**config.mk**
```make
export PLATFORM = sky130hd
export DESIGN_NAME = video_timing_gen_flat
export DESIGN_NICKNAME = d
export VERILOG_FILES = /design/src/rtl/video_timing_gen_if.sv /design/src/rtl/video_timing_gen.sv /design/src/flat_wrapper.sv
export SDC_FILE = /design/constraint.sdc
export NUM_CORES = 1
export LEC_CHECK = 0
export CAP_MARGIN = 5
export CORE_MARGIN = 3
export CORE_UTILIZATION = 50
export CTS_CLUSTER_DIAMETER = 150
export CTS_CLUSTER_SIZE = 30
export DETAILED_ROUTE_END_ITERATION = 12
export PLACE_DENSITY_LB_ADDON = 0.3
export SLEW_MARGIN = 40
export SYNTH_ARGS = -nofsm -noshare
export SYNTH_HDL_FRONTEND = slang
export SYNTH_SLANG_ARGS = --single-unit
```
**constraint.sdc**
```tcl
create_clock -name clock -period 6.5 [get_ports clock]
set_input_delay 1.625 -clock clock [delete_from_list [all_inputs] [get_ports clock]]
set_output_delay 1.625 -clock clock [all_outputs]
set_load 0.02 [all_outputs]
```
**src/rtl/video_timing_gen_if.sv**
```systemverilog
// Timing-source strobe bundle between video_timing_gen and the stream output port.
// VTG_FRAME_CNT_EN adds the frame_cnt signal.
interface video_timing_gen_if;
   logic        enable;
   logic [15:0] hactive;
   logic [15:0] vactive;
   logic        out_vsync;
   logic        out_hsync;
   logic        out_de;
   logic        first_vld_byte;
   logic        line_last;
   logic        frame_done;
`ifdef VTG_FRAME_CNT_EN
   logic [15:0] frame_cnt;

   modport master (
      input  enable, hactive, vactive,
      output out_vsync, out_hsync, out_de, first_vld_byte, line_last, frame_done, frame_cnt
   );
   modport slave (
      output enable, hactive, vactive,
      input  out_vsync, out_hsync, out_de, first_vld_byte, line_last, frame_done, frame_cnt
   );
`else
   modport master (
      input  enable, hactive, vactive,
      output out_vsync, out_hsync, out_de, first_vld_byte, line_last, frame_done
   );
   modport slave (
      output enable, hactive, vactive,
      input  out_vsync, out_hsync, out_de, first_vld_byte, line_last, frame_done
   );
`endif
endinterface

```
**src/rtl/video_timing_gen.sv**
```systemverilog
// Free-running frame/line timing generator: sync, active-pixel and frame strobes.
// Optional VTG_FRAME_CNT_EN adds a 16-bit completed-frame counter.
module video_timing_gen #(
   parameter int HSYNC = 2,
   parameter int HBP   = 2,
   parameter int HFP   = 2,
   parameter int VSYNC = 1,
   parameter int VBP   = 1,
   parameter int VFP   = 1
) (
   input  logic               clock,
   input  logic               rst_n,
   video_timing_gen_if.master vif
);
   localparam logic [16:0] H_SYNC_W = 17'(HSYNC);
   localparam logic [16:0] H_LEAD   = 17'(HSYNC + HBP);
   localparam logic [16:0] H_TAIL   = 17'(HFP);
   localparam logic [16:0] V_SYNC_W = 17'(VSYNC);
   localparam logic [16:0] V_LEAD   = 17'(VSYNC + VBP);
   localparam logic [16:0] V_TAIL   = 17'(VFP);

   typedef enum logic {IDLE, RUN} state_t;
   state_t state, state_nxt;

   logic [15:0] hcnt, vcnt, hactive_l, vactive_l;
   logic [15:0] hact_sz, vact_sz;
   logic [16:0] hcnt_x, vcnt_x, h_end, v_end, htotal, vtotal;
   logic        frame_start, run, h_wrap, v_wrap;
   logic        hsync_p0, vsync_p0, de_p0, first_p0, last_p0, done_p0;
   logic        hsync_p1, vsync_p1, de_p1, first_p1, last_p1, done_p1;

   always_ff @(posedge clock or negedge rst_n) begin
      if (!rst_n) state <= IDLE;
      else        state <= state_nxt;
   end

   always_comb begin
      state_nxt = state;
      if (!vif.enable)       state_nxt = IDLE;
      else if (state == IDLE) state_nxt = RUN;
   end

   // The sizes about to be latched already govern the frame-start clock itself.
   always_comb begin
      frame_start = (hcnt == 16'd0) && (vcnt == 16'd0);
      hact_sz     = frame_start ? vif.hactive : hactive_l;
      vact_sz     = frame_start ? vif.vactive : vactive_l;
      hcnt_x      = {1'b0, hcnt};
      vcnt_x      = {1'b0, vcnt};
      h_end       = H_LEAD + {1'b0, hact_sz};
      v_end       = V_LEAD + {1'b0, vact_sz};
      htotal      = h_end + H_TAIL;
      vtotal      = v_end + V_TAIL;
      h_wrap      = (hcnt_x == htotal - 17'd1);
      v_wrap      = (vcnt_x == vtotal - 17'd1);
      hsync_p0    = (hcnt_x < H_SYNC_W);
      vsync_p0    = (vcnt_x < V_SYNC_W);
      de_p0       = (hcnt_x >= H_LEAD) && (hcnt_x < h_end) &&
                    (vcnt_x >= V_LEAD) && (vcnt_x < v_end);
      first_p0    = de_p0 && (hcnt_x == H_LEAD) && (vcnt_x == V_LEAD);
      last_p0     = de_p0 && (hcnt_x == h_end - 17'd1);
      done_p0     = h_wrap && v_wrap;
      run         = vif.enable && (state == RUN);
   end

   always_ff @(posedge clock or negedge rst_n) begin
      if (!rst_n) begin
         hcnt      <= '0;
         vcnt      <= '0;
         hactive_l <= '0;
         vactive_l <= '0;
      end else begin
         if (vif.enable && frame_start) begin
            hactive_l <= vif.hactive;
            vactive_l <= vif.vactive;
         end
         if (!run) begin
            hcnt <= '0;
            vcnt <= '0;
         end else if (h_wrap) begin
            hcnt <= '0;
            vcnt <= v_wrap ? 16'd0 : vcnt + 16'd1;
         end else begin
            hcnt <= hcnt + 16'd1;
         end
      end
   end

   // Output register stage: decode of the current counters, zeroed whenever not running.
   always_ff @(posedge clock or negedge rst_n) begin
      if (!rst_n) begin
         hsync_p1 <= 1'b0;
         vsync_p1 <= 1'b0;
         de_p1    <= 1'b0;
         first_p1 <= 1'b0;
         last_p1  <= 1'b0;
         done_p1  <= 1'b0;
      end else begin
         hsync_p1 <= run && hsync_p0;
         vsync_p1 <= run && vsync_p0;
         de_p1    <= run && de_p0;
         first_p1 <= run && first_p0;
         last_p1  <= run && last_p0;
         done_p1  <= run && done_p0;
      end
   end

   assign vif.out_hsync      = hsync_p1;
   assign vif.out_vsync      = vsync_p1;
   assign vif.out_de         = de_p1;
   assign vif.first_vld_byte = first_p1;
   assign vif.line_last      = last_p1;
   assign vif.frame_done     = done_p1;

`ifdef VTG_FRAME_CNT_EN
   logic [15:0] frame_cnt_p1;

   always_ff @(posedge clock or negedge rst_n) begin
      if (!rst_n)                frame_cnt_p1 <= '0;
      else if (!vif.enable)      frame_cnt_p1 <= '0;
      else if (run && done_p0)   frame_cnt_p1 <= frame_cnt_p1 + 16'd1;
   end

   assign vif.frame_cnt = frame_cnt_p1;
`endif
endmodule

```
**src/flat_wrapper.sv**
```systemverilog
// flat-port wrapper written by rule: the top's interface ports become plain ports
module video_timing_gen_flat 
#(
   parameter int HSYNC = 2,
   parameter int HBP   = 2,
   parameter int HFP   = 2,
   parameter int VSYNC = 1,
   parameter int VBP   = 1,
   parameter int VFP   = 1
)
  (clock, rst_n, vif_enable, vif_hactive, vif_vactive, vif_out_vsync, vif_out_hsync, vif_out_de, vif_first_vld_byte, vif_line_last, vif_frame_done);
  video_timing_gen_if vif_i ();
  input  logic clock;
  input  logic rst_n;
  input wire logic [$bits(vif_i.enable)-1:0] vif_enable;
  input wire logic [$bits(vif_i.hactive)-1:0] vif_hactive;
  input wire logic [$bits(vif_i.vactive)-1:0] vif_vactive;
  output wire logic [$bits(vif_i.out_vsync)-1:0] vif_out_vsync;
  output wire logic [$bits(vif_i.out_hsync)-1:0] vif_out_hsync;
  output wire logic [$bits(vif_i.out_de)-1:0] vif_out_de;
  output wire logic [$bits(vif_i.first_vld_byte)-1:0] vif_first_vld_byte;
  output wire logic [$bits(vif_i.line_last)-1:0] vif_line_last;
  output wire logic [$bits(vif_i.frame_done)-1:0] vif_frame_done;
  assign vif_i.enable = vif_enable;
  assign vif_i.hactive = vif_hactive;
  assign vif_i.vactive = vif_vactive;
  assign vif_out_vsync = vif_i.out_vsync;
  assign vif_out_hsync = vif_i.out_hsync;
  assign vif_out_de = vif_i.out_de;
  assign vif_first_vld_byte = vif_i.first_vld_byte;
  assign vif_line_last = vif_i.line_last;
  assign vif_frame_done = vif_i.frame_done;
  video_timing_gen #(.HSYNC(HSYNC), .HBP(HBP), .HFP(HFP), .VSYNC(VSYNC), .VBP(VBP), .VFP(VFP)) u_core (.clock(clock), .rst_n(rst_n), .vif(vif_i));
endmodule
```
==> out/results.ini <==
[grt]
grt_busiest_layer = met1
met1_usage_pct = 37.8
grt_max_degree = 72
grt_pass1_vias = 6144
use_met3_pct = 3.77
grt_antenna_before_repair = 0
grt_usage_pct = 24.8
overflow = 0
grt_first_pass_wirelength_um = 32100
use_met2_pct = 35.6

[clock_tree]
tritoncts = done
cts.path.max_buffers = 2
clkTransAtPathRegs_ns = 0.07
cts_buffers = 9
post-cts-setup-buffer-count = 0
cts_root_buffer = clkbuf_16
insertion_delay_ns = 0.35
cts.sinks = 71
cts.hold.buffers_added = 0
cts_resized = 0
htree_num_levels = 3

[layout]
finalNetCount = 956
finalNonFillerCells = 1071
diodes = 0
utilization_pct = 58.0
area_growth_pct = 12.6
drive_gt1_share_pct = 12.2

[synth]
ys_top_cells_by_count = dfrtp_1, nand2_1, nand3_1
ys_top_cells_by_area = dfrtp_1, xnor2_1, ha_1
syn_nets = 926
synth.yosys.seq_area_share_pct = 24.6
synth.avg_cell_area_um2 = 8.45
synth-seq-cells = 71
synth_warnings = 0
synthesis.area_mm2 = 0.00723
synth_edf_count = 0
async_flop_share_pct = 100
syn_inst = 856
yosys.area.top_type_share_pct = 24.6
ys_types = 85
yosys.area.top_type = dfrtp_1
ys.flop_type = dfrtp_1

[critical_path]
path_cells = clkdlybuf4s50_1, inv_1, nor4_1, a21oi_1, inv_1, ha_1, buf_4, nand2_1, nor3_1, nor2_1, a2111oi_0, or2_2, nand4_1, a221oi_4, nor2_2, or4_1, nor4_2
worst_path_most_repeated_cell = inv_1
path_class = input port to flip-flop
start_kind = input port
crit_path_end_kind = flip-flop
critPathMaxStageDelay_ns = 0.68
crit_slowest_cell = a2111oi_0
r2r_cells = 19
cp.required_ns = 6.76
critPathArrivalTime_ns = 6.31
cp_max_fo = 16

[timing]
setup-tns-final_ns = 0
hold_violations = 0
timing.slew.headroom_pct = 47.9
setup_viol = 0
finalCriticalPeriod_ns = 6.05
skew_ns = 0.0125
max_freq_mhz = 165
period_share_pct = 93.1
maxSlewViolCount = 0
max_slew.worst_pin.slew_ns = 0.762
rsz0062_at_grt = no

[detailed_routing]
vias_per_cell = 6.46
vias = 6918
ant_nets = 0
routed_wl_um = 19800
drc = 0
wl_per_cell_um = 18.5
drt-initial-drc-count = 717
firstDrtPassIters = 5

[flow_run]
cap_violations = 0

[placement]
finalWeightedCongestion = 0.935
hpwl_um = 14900
dp_cells = 1055
portBuffers = 40

[power]
ir_worst_vdd_uv = 143
p_leak_nw = 3.29
powerDensity_mw_per_mm2 = 183

[floorplanning]
die_w_um = 126
dieArea_mm2 = 0.0159
std_cell_rows = 43
initial_core_util_pct = 51.5
die_h_um = 126
core_area_mm2 = 0.0140
ios = 41

[hold_path]
hp-class = flip-flop to flip-flop
hold_depth = 1

[outcome]
status = complete, no violations

[layout make-up]
| class | count | area (um2) |
|---|---|---|
| fill | 1264 | 5890 |
| clock inverter | 7 | 104 |
| clock buffer | 9 | 225 |
| tap | 180 | 225 |
| sequential | 71 | 1780 |
| timing repair buffer | 64 | 582 |
| inverter | 20 | 75.1 |
| multi-input combinational | 720 | 5160 |
[routing by layer]
layer / routed length (um) / vias to the layer above
met4: 456 / 0
met1: 9260 / 3295
li1: - / 3277
met2: 8330 / 319
met5: 0 / -
met3: 1720 / 27
[critical path: cells and delay by family]
kind | cells | cell delay (ns)
fa+ha+maj | 1 | 0.16
compound gates | 3 | 1.25
buf+inv | 4 | 0.92
simple gates | 9 | 2.34
[placed cells by master, fill, tap and decap left out, types with 14 or more instances in the layout]
cell,n
clkdlybuf4s50_1,39
nand3_1,56
nor2_1,54
buf_4,24
xor2_1,19
nand4_1,14
dfrtp_1,71
xnor2_1,53
o21ai_0,37
nand3b_1,17
and3_1,30
mux2_2,37
a21oi_1,27
ha_1,35
or3_1,14
nor3_1,20
nor4_1,14
mux2i_1,21
nand2_1,71
inv_1,19
[registers in the layout (all words and copies together), names as in the netlist, 16 cells and up]
name and flops:
u_core.vcnt 16, u_core.hcnt 16, u_core.vactive_l 16, u_core.hactive_l 16
[power by group]
group / internal (W) / switching, W / total, W
clock: 0.000341 / 0.000212 / 0.000553
combinational: 0.000182 / 0.000240 / 0.000421
sequential: 0.000474 / 0.0000460 / 0.000520
[cell families (layout without fill, tap and decap cells)]
group / after synthesis / after routing / share of synthesized area, %
AND/OR/NAND/NOR: 364 / 364 / 28.6
AO/OA/AOI/OAI: 189 / 189 / 18.5
XOR/XNOR: 74 / 74 / 9.34
flip-flops: 71 / 71 / 24.6
buffers and inverters: 65 / 100 / 4.24
multiplexers: 58 / 58 / 8.66
adder cells (fa/ha/maj): 35 / 35 / 6.05
[per-stage QoR]
stage / total power, W / cell area [um2] / worst slack (ns) / hold slack [ns]
after floorplan: 0.000817 / 7230 / 0.465 / 0.474
after global placement: 0.000932 / 7810 / 0.290 / 0.496
after detailed placement: 0.000939 / 7810 / 0.182 / 0.498
after CTS: 0.00149 / 8140 / 0.556 / 0.512
after global routing: 0.00157 / 8150 / 0.0744 / 0.528
final: 0.00149 / 8150 / 0.445 / 0.510
[path summary, 6_finish.rpt]
| kind | from | to | slack, ns |
|---|---|---|---|
| max | vif_hactive[2] | u_core.vif.frame_done | 0.45 |
| min | u_core.vactive_l[0] | u_core.vactive_l[0] | 0.51 |
| max reg2reg | u_core.hcnt[0] | u_core.vcnt[1] | 0.52 |
| min reg2reg | u_core.vactive_l[0] | u_core.vactive_l[0] | 0.51 |
| max in group asynchronous | rst_n | u_core.vcnt[5] | 4.74 |
| min in group asynchronous | rst_n | u_core.vif.out_hsync | 1.29 |
(Power assumes the default switching activity.)
